## src/rtl/fse_pkg.sv

```systemverilog
// Shared types, defaults and helpers for the FSE sequencer and tap banks.
package fse_pkg;

    localparam int unsigned NBT_TAPS_DEF = 28;
    localparam int unsigned NBF_TAPS_DEF = 25;

    typedef enum logic [0:0] {
        StFill = 1'b0,
        StRun  = 1'b1
    } fse_state_e;

    // cfg address width: tap index bits plus one bank-select MSB
    function automatic int unsigned calc_nb_addr(input int unsigned num_taps);
        return $clog2(num_taps) + 1;
    endfunction

    // Unity gain in S(NBT,NBF) format; callers slice to the tap width
    function automatic logic [63:0] tap_centre(input int unsigned nbf_taps);
        return 64'd1 << nbf_taps;
    endfunction

endpackage

```

## src/rtl/fse_tap_bank.sv

```systemverilog
// Double-buffered tap register file: host writes the shadow copy, a swap strobe
// copies the whole shadow copy into the active copy in one cycle.
module fse_tap_bank
    import fse_pkg::*;
#(
    parameter int unsigned NUM_TAPS   = 9,
    parameter int unsigned NBT_TAPS   = NBT_TAPS_DEF,
    parameter int unsigned NBF_TAPS   = NBF_TAPS_DEF,
    parameter bit          CENTRE_ONE = 1'b0,
    parameter int unsigned IDX_W      = calc_nb_addr(NUM_TAPS) - 1
) (
    input  logic                         clk,
    input  logic                         i_reset,
    input  logic                         i_we,
    input  logic [IDX_W-1:0]             i_idx,
    input  logic [NBT_TAPS-1:0]          i_data,
    input  logic                         i_swap,
    output logic [NUM_TAPS*NBT_TAPS-1:0] o_taps
);

    localparam int unsigned         CENTRE      = NUM_TAPS / 2;
    localparam logic [63:0]         CENTRE_WORD = tap_centre(NBF_TAPS);
    localparam logic [NBT_TAPS-1:0] CENTRE_VAL  = CENTRE_WORD[NBT_TAPS-1:0];

    logic [NBT_TAPS-1:0] shadow_q [NUM_TAPS];
    logic [NBT_TAPS-1:0] active_q [NUM_TAPS];

    // Shadow write port and shadow->active swap; both copies reset to the same default
    always_ff @(posedge clk) begin
        for (int j = 0; j < int'(NUM_TAPS); j++) begin
            if (!i_reset) begin
                shadow_q[j] <= (CENTRE_ONE && j == int'(CENTRE)) ? CENTRE_VAL : '0;
                active_q[j] <= (CENTRE_ONE && j == int'(CENTRE)) ? CENTRE_VAL : '0;
            end else begin
                if (i_we && int'(i_idx) == j) begin
                    shadow_q[j] <= i_data;
                end
                if (i_swap) begin
                    active_q[j] <= shadow_q[j];
                end
            end
        end
    end

    // Pack the active copy, tap j in slice j
    always_comb begin
        o_taps = '0;
        for (int j = 0; j < int'(NUM_TAPS); j++) begin
            o_taps[j*NBT_TAPS +: NBT_TAPS] = active_q[j];
        end
    end

endmodule

```

## src/rtl/fse_ctrl.sv

```systemverilog
// Sequencer and coefficient manager for the 2-samples/symbol complex FSE:
// shift enable, polyphase tracking, fill detection, symbol-valid and tap swaps.
module fse_ctrl
    import fse_pkg::*;
#(
    parameter int unsigned NUM_TAPS = 9,
    parameter int unsigned NBT_TAPS = NBT_TAPS_DEF,
    parameter int unsigned NBF_TAPS = NBF_TAPS_DEF,
    parameter int unsigned NB_ADDR  = calc_nb_addr(NUM_TAPS)
) (
    input  logic                         clk,
    input  logic                         i_reset,
    input  logic                         i_valid,
    input  logic                         i_phase_sel,
    input  logic                         i_cfg_we,
    input  logic [NB_ADDR-1:0]           i_cfg_addr,
    input  logic [NBT_TAPS-1:0]          i_cfg_data,
    input  logic                         i_cfg_commit,
    output logic                         o_fse_en,
    output logic [NUM_TAPS*NBT_TAPS-1:0] o_taps_I,
    output logic [NUM_TAPS*NBT_TAPS-1:0] o_taps_Q,
    output logic                         o_sym_valid,
    output logic                         o_phase,
    output logic                         o_filled,
    output logic                         o_cfg_busy
);

    localparam int unsigned      IDX_W    = NB_ADDR - 1;
    localparam int unsigned      CNT_W    = $clog2(NUM_TAPS + 1);
    localparam logic [CNT_W-1:0] LAST_CNT = CNT_W'(NUM_TAPS - 1);

    fse_state_e       state_q;
    logic [CNT_W-1:0] fill_cnt_q;
    logic             phase_q;
    logic             sym_valid_q;
    logic             pending_q;

    logic sample_phase;
    logic idx_ok;
    logic wr_en;
    logic we_i;
    logic we_q;
    logic swap;

    // Write decode and swap timing: while filling nothing is being output, so swap at once
    always_comb begin
        sample_phase = ~phase_q;
        idx_ok       = int'(i_cfg_addr[IDX_W-1:0]) < int'(NUM_TAPS);
        wr_en        = i_cfg_we & ~pending_q & idx_ok;
        we_i         = wr_en & ~i_cfg_addr[NB_ADDR-1];
        we_q         = wr_en & i_cfg_addr[NB_ADDR-1];
        swap         = pending_q & ((state_q == StFill) |
                                    (i_valid & (sample_phase != i_phase_sel)));
    end

    // FSM, phase tracking, fill count, symbol-valid and commit-pending registers
    always_ff @(posedge clk) begin
        if (!i_reset) begin
            state_q     <= StFill;
            fill_cnt_q  <= '0;
            phase_q     <= 1'b1;
            sym_valid_q <= 1'b0;
            pending_q   <= 1'b0;
        end else begin
            sym_valid_q <= i_valid & (sample_phase == i_phase_sel) &
                           ((state_q == StRun) |
                            ((state_q == StFill) & (fill_cnt_q == LAST_CNT)));
            if (i_valid) begin
                phase_q <= sample_phase;
            end
            case (state_q)
                StFill: begin
                    if (i_valid) begin
                        fill_cnt_q <= fill_cnt_q + 1'b1;
                        if (fill_cnt_q == LAST_CNT) begin
                            state_q <= StRun;
                        end
                    end
                end
                StRun:   state_q <= StRun;
                default: state_q <= StFill;
            endcase
            // A commit on the swap edge re-arms for the next boundary
            if (i_cfg_commit) begin
                pending_q <= 1'b1;
            end else if (swap) begin
                pending_q <= 1'b0;
            end
        end
    end

    assign o_fse_en    = i_valid & i_reset;
    assign o_sym_valid = sym_valid_q;
    assign o_phase     = phase_q;
    assign o_filled    = (state_q == StRun);
    assign o_cfg_busy  = pending_q;

    fse_tap_bank #(
        .NUM_TAPS   (NUM_TAPS),
        .NBT_TAPS   (NBT_TAPS),
        .NBF_TAPS   (NBF_TAPS),
        .CENTRE_ONE (1'b1),
        .IDX_W      (IDX_W)
    ) u_bank_i (
        .clk     (clk),
        .i_reset (i_reset),
        .i_we    (we_i),
        .i_idx   (i_cfg_addr[IDX_W-1:0]),
        .i_data  (i_cfg_data),
        .i_swap  (swap),
        .o_taps  (o_taps_I)
    );

    fse_tap_bank #(
        .NUM_TAPS   (NUM_TAPS),
        .NBT_TAPS   (NBT_TAPS),
        .NBF_TAPS   (NBF_TAPS),
        .CENTRE_ONE (1'b0),
        .IDX_W      (IDX_W)
    ) u_bank_q (
        .clk     (clk),
        .i_reset (i_reset),
        .i_we    (we_q),
        .i_idx   (i_cfg_addr[IDX_W-1:0]),
        .i_data  (i_cfg_data),
        .i_swap  (swap),
        .o_taps  (o_taps_Q)
    );

endmodule

```

## config.mk

```make
export PLATFORM = sky130hd
export DESIGN_NAME = fse_ctrl
export DESIGN_NICKNAME = d
export VERILOG_FILES = /design/src/rtl/fse_pkg.sv /design/src/rtl/fse_tap_bank.sv /design/src/rtl/fse_ctrl.sv
export SDC_FILE = /design/constraint.sdc
export NUM_CORES = 1
export LEC_CHECK = 0
export ABC_AREA = 1
export CAP_MARGIN = 20
export CORE_UTILIZATION = 55
export DETAILED_ROUTE_END_ITERATION = 8
export DONT_BUFFER_PORTS = 1
export GPL_TIMING_DRIVEN = 0
export PLACE_DENSITY = 0.7
export SLEW_MARGIN = 10
export SYNTH_ARGS = -nofsm -noshare
export SYNTH_HDL_FRONTEND = slang
export SYNTH_SLANG_ARGS = --single-unit
```

## constraint.sdc

```tcl
create_clock -name clk -period 42.5 [get_ports clk]
set_clock_uncertainty 0.05 [all_clocks]
set_input_delay 6.375 -clock clk [delete_from_list [all_inputs] [get_ports clk]]
set_output_delay 6.375 -clock clk [all_outputs]
set_load 0.005 [all_outputs]
```

# Word level (Yosys, flattened, before mapping)
# Memory sizes are Yosys's and may differ from the RTL's.
# Cells that the tools add are included.
# word_totals
regBits,8
out_inout_bits,509
in_bits,39
ramBits,1008
elab_cells,194
mem_count,4
# classes
n_addsub,1
magnitude_cmp,1
n_mux,99
bitwise,52
eq_ne,11
reduce_logical,21
# memory_table
memory,depth,width,rd,rd_clocked_by_memory_dff,write_ports,line_no,text
u_bank_i.active_q,9,28,9,0,9,fse_tap_bank.sv:26,logic [NBT_TAPS-1:0] active_q [NUM_TAPS];
u_bank_i.shadow_q,9,28,9,0,9,fse_tap_bank.sv:25,logic [NBT_TAPS-1:0] shadow_q [NUM_TAPS];
u_bank_q.active_q,9,28,9,0,9,fse_tap_bank.sv:26,
u_bank_q.shadow_q,9,28,9,0,9,fse_tap_bank.sv:25,
# op_table
cell,n
$mux 28,36
$mux 1,62
$or 1x1->1,38
$eq 4x4->1 const B,6
$logic_and 1x1->1,18
$and 1x1->1,10
$eq 4x3->1 const B,2
$add 4x1->4 const B,1
$eq 4x2->1 const B,1
$logic_not 4->1,1
$lt 4x4->1 const B,1
$not 1->1,4
$pmux 1 s2,1
$reduce_and 2->1,1
$reduce_bool 2->1,1
$eq 1x1->1,1
$ne 1x1->1,1

# Logic depth before layout (Yosys ltp)
# Gate-level depths: netlist of the first run.
# logic_depth
depth_word,9
depth_mapped,8

# By module
# Synthesis of the first run repeated with hierarchy kept, for this count alone.
# unflattened
cells_unflattened,2820
area_unflattened_um2,37787.5
# by_module_without_submodules
mod,instances,seq_area_each_um2,cells_per_inst,area_per_inst_um2
fse_tap_bank (u_bank_i),1,15134.5,1379,18720.5
fse_tap_bank (u_bank_q),1,15134.5,1380,18657.9
fse_ctrl,1,160.2,61,409.1

# Least setup slack after synthesis of the first run
# Ideal clock, no wire load.
# synth_path
kind,input-to-reg
startpoint,input port i_reset
endpoint,memory u_bank_i.active_q[0][0] in the netlist's numbering (enable)
path_slack_ns,23.554
setup_time_ns,3.584
stages,4
t_required_ns,38.866
n_path_buf,3
t_arrival_ns,15.312
path_cell_list,buf_2 -> buf_1 -> buf_1 -> nand2_1
# synth_rtl
item,line_no,text
from (decl),fse_ctrl.sv:12,"input logic i_reset,"
to (decl),fse_tap_bank.sv:26,

# Worst setup path after layout of the first run
# layout_path
startpoint,input port i_reset
endpoint,output port o_fse_en
# layout_between
elab_chain_cells,1
# layout_rtl
item,line_no,text
$and 1x1->1,fse_ctrl.sv:92,assign o_fse_en = i_valid & i_reset;
to (decl),fse_ctrl.sv:19,"output logic o_fse_en,"
# No other way between the ends.

==> run summary, run 1 <==
The Yosys step of the flow raised 0 warnings. The post-synth design cell area came out at 38200 um2. After detailed routing, the number of remaining DRC violations is 0. The worst path in the final design needs a cycle of 13970 ps, including I/O delays and setup.

The fraction of the yosys area taken by sequential cells came out at 0.796. Setup slack on the worst reg-to-reg path comes out at 39000 ps. In the detailed route, the total length drawn on met3 is 11800 um.

The wire length on met2 is approximately 52000 um. The number of enable flip-flop cells after synthesis is about 1000. The worst hold-check slack came out at around 450 ps. The startpoint identified for the worst register-to-register timing path is o_phase$_SDFFE_PN1P_.

The die covers just over 70000 um2. Summing over every cut layer, the via total after detailed routing is between 20000 and 25000. The power density of the placed cells came out at between 40 and 50 nW/um2. The synthesis-stage register bit count is between 1000 and 1500. The layout overhead on the synthesized area came out at 13.1%. The initialized floorplan defines between 90 and 100 standard-cell rows. During placement, the flow inserted port buffers numbering 0. The per-cell routed wire length came out at about 27 um. The flow ran to the end, and the final reports show no timing, DRC or antenna violations.

The final count of negative-setup-slack endpoints is 0. The worst-case reg-to-reg path depth came out at 9. The pin count of the biggest net entering global routing came out at 74. For this run, asynchronously set or reset flops after synthesis account for 0.

The all-layer global routing usage is 0.299. The capture point of the worst reg-to-reg path is u_bank_q.active_q[0][17]$_SDFFCE_PN0P_. When the netlist entered floorplanning its net count stood at 2892. The final antenna-violating net count is 0. The initial detailed-routing violation count came out at about 2700. The highest net fanout along the worst path is 10. Dividing the final minimum period by the clock period gives 0.329.

Dividing the synthesized area by the synthesized cell count gives around 13 um2. The root buffer cell chosen for the clock tree is sky130_fd_sc_hd__clkbuf_16. The highest metal layer carrying signal wires in the routed design is met5. After detailed routing, the number of vias per cell comes to approximately 5.6. The area of the core is 68700 um2. The tree built by TritonCTS fans out to slightly above 1000 sinks. The startpoint type of the worst setup path is an input pin. TritonCTS built the clock tree. The layout net count came out at approximately 3000. The number of endpoints with negative hold slack in the final report is 0. The relative max-transition margin is 0.170. The total leakage power came out at roughly 16 nW. The wire length of the first global-routing pass is about 150000 um. The number of global-route vias before repair is about 21000. The distinct cell type count after synthesis came out at 24.

The arrival time at the worst endpoint is about 7500 ps. Detailed placement finished with a half-perimeter wire length of roughly 73000 um. The measured slew at the worst slew-check pin is between 1000 and 1500 ps. The top-level port count came out at between 500 and 600. The global placer's final weighted congestion is 0.873.

The fmax came out at 0.0716 GHz. The end point of the worst hold path is fill_cnt_q[1]$_SDFFE_PN0P_. TritonCTS created 99 clock buffers. The main flop type after synthesis is sky130_fd_sc_hd__edfxtp_1. The setup total negative slack is 0 ps. STA classifies the critical path endpoint as an output pin. The count of max-cap constraint violations is 0. Setup repair after global routing left no endpoint under its margin. Synthesis produced a netlist whose cell count is ~2900. The number of antenna violations at the first check in global routing is 6. The worst hold path was traced through 2 stages. The number of iterations in the first detailed-routing pass is 6.

The maximum VDD drop came out at 0.0320 mV. The starting density of the core is 0.556. The clock transition at the registers of the reported paths came out at 60 ps. The layout cell share with drive strength beyond 1 is 0.0998. The critical path class is input pin to output pin.

The worst hold path begins at fill_cnt_q[1]$_SDFFE_PN0P_. Leaving out fill and tap cells, the most frequent cell in the layout is sky130_fd_sc_hd__edfxtp_1. The wire length reported by the detailed router is approximately 110000 um.

Global routing finished with a remaining overflow of 0. After clock tree synthesis, the flow added hold-fix buffers numbering 0. The latest clock arrival within the worst-skew pair came out at ~660 ps. In this run, post-CTS repair resized a total of 0 instances. The final max-slew violation count is 0. The diode insertion count for antenna repair came out at 0. The number of H-tree levels is 3.

The routed metal-1 wirelength is 38600 um. The maximum clock insertion buffer count is 3. In the layout the commonest cells are 1008 x sky130_fd_sc_hd__edfxtp_1, 628 x sky130_fd_sc_hd__nor2_1, 523 x sky130_fd_sc_hd__inv_1.

The y dimension of the die came out at between 200 and 300 um. The die is 266 um wide. The post-CTS setup-driven buffer insertion count is 0.

The min-delay analysis places its worst path in the category register to register. For the worst setup path, the data required time is between 30000 and 40000 ps.
-- Yosys cell counts (3+ instances only) --
library cell	instances	area, um2
sky130_fd_sc_hd__nor3_1	376	1880
sky130_fd_sc_hd__dfxtp_1	8	160
sky130_fd_sc_hd__nor3_2	16	160
sky130_fd_sc_hd__nand2_1	40	150
sky130_fd_sc_hd__buf_6	10	113
sky130_fd_sc_hd__nand2_2	5	31.3
sky130_fd_sc_hd__buf_2	74	370
sky130_fd_sc_hd__clkbuf_1	77	289
sky130_fd_sc_hd__buf_4	10	75.1
sky130_fd_sc_hd__nand4_1	19	119
sky130_fd_sc_hd__a21oi_1	4	20.0
sky130_fd_sc_hd__buf_1	12	45.0
sky130_fd_sc_hd__edfxtp_1	1008	30300
sky130_fd_sc_hd__clkinv_1	29	109
sky130_fd_sc_hd__nand3_1	3	15.0
sky130_fd_sc_hd__inv_1	523	1960
sky130_fd_sc_hd__nor2_1	628	2360
-- layout make-up --
class                      count  area, um2
inverter                     553       2080
sequential                  1016      30400
tap                          931       1160
clock buffer                 120       2560
fill                        5059      25500
buffer                       183        900
clock inverter                60        547
multi-input combinational   1099       4820
timing repair buffer          36        703
-- worst max-delay path, stage by stage --
cell                      delay (ps)
sky130_fd_sc_hd__buf_2           220
sky130_fd_sc_hd__buf_1           550
sky130_fd_sc_hd__nand2_1         250
sky130_fd_sc_hd__inv_1           130
-- cells by family (layout without fill, tap and decap cells) --
group | after synthesis | count (layout) | synth area share
AND/OR/NAND/NOR | 1089 | 1089 | 0.124
flip-flops | 1016 | 1016 | 0.796
buffers and inverters | 736 | 952 | 0.0777
AO/OA/AOI/OAI | 6 | 6 | 0.000851
adder cells (fa/ha/maj) | 2 | 2 | 0.000655
XOR/XNOR | 2 | 2 | 0.000459
-- registers in the layout, summed over array words and instances, names as in the netlist --
register           count
u_bank_i.shadow_q    252
o_cfg_busy             1
u_bank_q.active_q    252
u_bank_q.shadow_q    252
o_filled               1
fill_cnt_q             4
o_sym_valid            1
o_phase                1
u_bank_i.active_q    252
-- metrics by stage --
stage | power, mW | cell area [um2] | std cells | util | setup slack (ps)
finish | 2.11 | 43200 | 3998 | 0.629 | 28530
global route | 2.16 | 43200 | 3998 | 0.629 | 28450
CTS | 2.11 | 43000 | 3988 | 0.626 | 28520
detailed placement | 1.28 | 39900 | 3808 | 0.581 | 28520
global placement | 1.30 | 39400 | 3782 | 0.573 | 17150
floorplan | 1.24 | 38200 | 2851 | - | 23550
-- report_power, final --
part	switching [mW]	internal [mW]	total [mW]
logic	0.0716	0.0159	0.0875
clock network	0.381	0.465	0.846
registers	0.0298	1.15	1.18
-- layer usage --
layer,up-vias,global-route usage
met5,-,0
met3,226,0.0827
met1,11000,0.379
met2,1350,0.490
met4,6,0.118
li1,9713,-
-- how the worst max path moves through the flow --
stage,start,to,slack (ps)
2_1_floorplan,i_reset,u_bank_i.active_q[0][0]$_SDFFCE_PN0P_,23550
3_3_place_gp,i_reset,u_bank_q.active_q[2][2]$_SDFFCE_PN0P_,17150
3_5_place_dp,i_reset,o_fse_en,28520
4_1_cts,i_reset,o_fse_en,28520
5_1_grt,i_reset,o_fse_en,28450
6_report,i_reset,o_fse_en,28530
(Power assumes the default switching activity.)
==> run 2: changes to the inputs <==
--- a/config.mk
+++ b/config.mk
@@ -11,7 +11,7 @@
 export DETAILED_ROUTE_END_ITERATION = 8
 export DONT_BUFFER_PORTS = 1
 export GPL_TIMING_DRIVEN = 0
-export PLACE_DENSITY = 0.7
+export PLACE_DENSITY = 0.73
 export SLEW_MARGIN = 10
 export SYNTH_ARGS = -nofsm -noshare
 export SYNTH_HDL_FRONTEND = slang
==> constraint.sdc (replaced) <==
create_clock -name clk -period 11.4 [get_ports clk]
set_clock_uncertainty 0.05 [all_clocks]
set_input_delay 1.71 -clock clk [delete_from_list [all_inputs] [get_ports clk]]
set_output_delay 1.71 -clock clk [all_outputs]
set_load 0.005 [all_outputs]
==> run 2 against run 1 <==
Net effect:
- combinational power grew to 3.7 times the previous value
- critical endpoint is now u_bank_i.active_q[3][23]$_SDFFCE_PN0P_
- setup slack lost 22000 ps
- sequential power rose to 3.7 times the previous value
- non-clock buffer count decreased by 2
- flip-flop and latch count stayed put
- wire length is 0.27% higher
- power grew to 3.9 times the previous value
- hold slack improved by 25 ps
- largest power group unchanged
- via count grew 0.38%
- count of clock-buffer cells in the layout is 9 lower
==> run summary, run 2 (synthesized netlist as in run 1, its figures left out) <==
The flow ran to the end, and the final reports show no timing, DRC or antenna violations. The number of antenna violations at the first check in global routing was 7 (+1). The wire length of the first global-routing pass is 148000 um (+0.97%). The final antenna-violating net count came to 0 (unchanged). The detail-routed via count per cell came out at 5.59 (+0.18%).

The layout net count was 3028 (-0.033%). The overall via count from detail_route came out at 22400 (+0.38%). The pin count of the biggest net entering global routing came out at 97 (+31%). The relative contribution of combinational cells to total power came out at 0.039 (-0.002). The final count of negative-setup-slack endpoints is 0 (unchanged). The die area is 70500 um2 (unchanged).

The power spent charging and discharging nets came out at 1.84 mW (+280%). The arrival time at the worst endpoint is 4910 ps (-2630 ps). The initial detailed-routing violation count is 2747 (+1.4%). The count of max-cap constraint violations is 0 (unchanged). The die outline width is 266 um (unchanged). The per-cell routed wire length came out at 26.7 um (about the same).

Tracing the worst setup path back leads to its startpoint at i_reset. The end point of the worst hold path is fill_cnt_q[3]$_SDFFE_PN0P_. The maximum VDD drop came out at 0.149 mV (+360%).

The all-layer global routing usage came out at 0.301 (+0.00262). The combined flip-flop and latch cell area is 30400 um2 (unchanged). The y dimension of the die came out at 266 um (unchanged). In this run the clock root is driven by a sky130_fd_sc_hd__clkbuf_16.

The layout cell share with drive strength beyond 1 is 0.102 (+0.00270). The area of placed instances came out at 39700 um2 (-0.40%). The capture point of the worst reg-to-reg path is u_bank_i.active_q[3][23]$_SDFFCE_PN0P_. The power density of the placed cells came to 189 nW/um2 (+290%). The setup total negative slack came out at 0 ps (unchanged).

The count of buffers from port buffering was 0 (unchanged). The number of global-route vias before repair came to 21500 (+1.6%). The sequential power share came to 0.534 (-0.024). The top-level port count came to 548 (unchanged). The latest clock arrival within the worst-skew pair came out at 670 ps (about the same). The wire length reported by the detailed router is 107000 um (+0.27%). Leaving out fill and tap cells, the most frequent cells in the layout are 1008 x sky130_fd_sc_hd__edfxtp_1, 628 x sky130_fd_sc_hd__nor2_1, 523 x sky130_fd_sc_hd__inv_1. The kind of path behind the tightest hold check is register to register.

The hold-fix buffer count after cts is 0 (unchanged). The relative max-transition margin is 0.149 (-0.0215). The final max-slew violation count came to 0 (unchanged). The global placer's final weighted congestion is 0.874 (+0.11%). The required arrival time at the worst endpoint came out at 11650 ps (-24420 ps). The area of the core came out at 68700 um2 (unchanged). The ratio of final minimum period to clock period is 0.409. The filler cell count is 4912 (-2.9%). The critical path in this run is classified as input pin to register. The DRC violation count after routing is 0 (unchanged).

The starting density of the core came out at 0.556 (unchanged). Relative to the synthesized area, the layout overhead comes to 14.1%. The cell-internal power came out at 6.38 mW (+290%).

The cell count of the worst hold path is 2 (unchanged). The switching share of power came out at 0.223 (-0.00481). STA classifies the critical path startpoint as an input pin. The highest net fanout along the worst path is 96 (+86). The number of H-tree levels is 3 (unchanged). The estimated wirelength of the detail-placed design came out at 72300 um (-1.0%). The number of buffers created by CTS is 100 (+1.0%). The number of clock sinks came to 1016 (unchanged). The internal reg-to-reg setup slack is 7880 ps (-31120 ps). The library cell used most frequently in the layout, excluding fill and tap cells, is sky130_fd_sc_hd__edfxtp_1. The number of iterations in the first detailed-routing pass came out at 5 (-1). The total leakage power is 16.5 nW (+0.86%). TritonCTS built the clock tree. The post-CTS setup-driven buffer insertion count came out at 0 (unchanged). The worst-case reg-to-reg path depth is 9 (unchanged). The number of resized instances in the post-cts repair step came out at 0 (unchanged).

The maximum clock insertion buffer count was 3 (unchanged). The number of endpoints with negative hold slack in the final report came to 0 (unchanged). The combined area of the multi-input logic cells is 4830 um2 (+0.13%). For this run, the top clock speed supported by timing is 0.214 GHz. The startpoint identified for the worst hold timing path is fill_cnt_q[3]$_SDFFE_PN0P_. The final standard cell area without fillers came out at 43600 um2 (+0.88%).

The measured slew at the worst slew-check pin is 1280 ps (+32.3 ps). The total global routing overflow is 0 (unchanged). The worst register-to-register path begins at o_phase$_SDFFE_PN1P_. The number of placement rows came out at 96 (unchanged).

Setup repair after global routing left no endpoint under its margin. The proportion of power drawn by the clock network is 0.427 (+0.026). STA classifies the critical path endpoint as a register. The final critical-path required period is 4670 ps. The clock transition at the registers of the reported paths is 60 ps (about the same).
## run 2: worst max-delay path: stages
cell and delay, ps:
sky130_fd_sc_hd__buf_2 190, sky130_fd_sc_hd__buf_1 370, sky130_fd_sc_hd__buf_2 460, sky130_fd_sc_hd__nand2_8 370
sky130_fd_sc_hd__buf_16 380, sky130_fd_sc_hd__buf_16 380, sky130_fd_sc_hd__buf_16 400, sky130_fd_sc_hd__buf_16 430
## run 2: routing by layer
layer	vias up	wire length, um	global-route usage
li1	9724	-	-
met1	11000	37800	0.376
met2	1436	51600	0.484
met3	264	12300	0.0897
met4	12	5240	0.145
met5	-	72	0
## run 2: final cells by class
cell class | count | area share
Sequential cell | 1016 | 0.698
Multi-Input combinational cell | 1099 | 0.111
Clock buffer | 111 | 0.0593
Inverter | 553 | 0.0476
Tap cell | 931 | 0.0267
Clock inverter | 78 | 0.0220
Buffer | 183 | 0.0205
Timing Repair Buffer | 34 | 0.0147
Antenna cell | 1 | 0.0000574
## run 2: how the worst max path moves through the flow
stage | end | slack (ps) | cells past startpoint
after global placement | u_bank_q.active_q[0][25]$_SDFFCE_PN0P_ | -2060 | 4
after detailed placement | u_bank_q.active_q[0][22]$_SDFFCE_PN0P_ | 5990 | 8
after CTS | u_bank_q.active_q[0][26]$_SDFFCE_PN0P_ | 6690 | 8
after global routing | u_bank_i.active_q[3][23]$_SDFFCE_PN0P_ | 6540 | 8
after floorplan | u_bank_i.active_q[0][0]$_SDFFCE_PN0P_ | 2280 | 4
final | u_bank_i.active_q[3][23]$_SDFFCE_PN0P_ | 6730 | 8
## run 2: power by group through the flow
stage | clock [mW] | sequential [mW] | combinational (mW)
after floorplan | 0 | 4.44 | 0.165
after global placement | 0 | 4.51 | 0.275
after detailed placement | 0 | 4.47 | 0.301
after CTS | 3.51 | 4.39 | 0.303
after global routing | 3.66 | 4.40 | 0.339
final | 3.51 | 4.39 | 0.321
## run 2: metrics by stage
| step | setup slack (ps) | util | hold WS (ps) | std cells | power, mW |
|---|---|---|---|---|---|
| after global placement | -2060 | 0.573 | 418 | 3782 | 4.79 |
| after CTS | 6690 | 0.630 | 468 | 3990 | 8.21 |
| final | 6730 | 0.634 | 478 | 4006 | 8.22 |
| after detailed placement | 5990 | 0.578 | 453 | 3801 | 4.77 |
| after floorplan | 2280 | - | 404 | 2851 | 4.61 |
| after global routing | 6540 | 0.634 | 489 | 4005 | 8.39 |
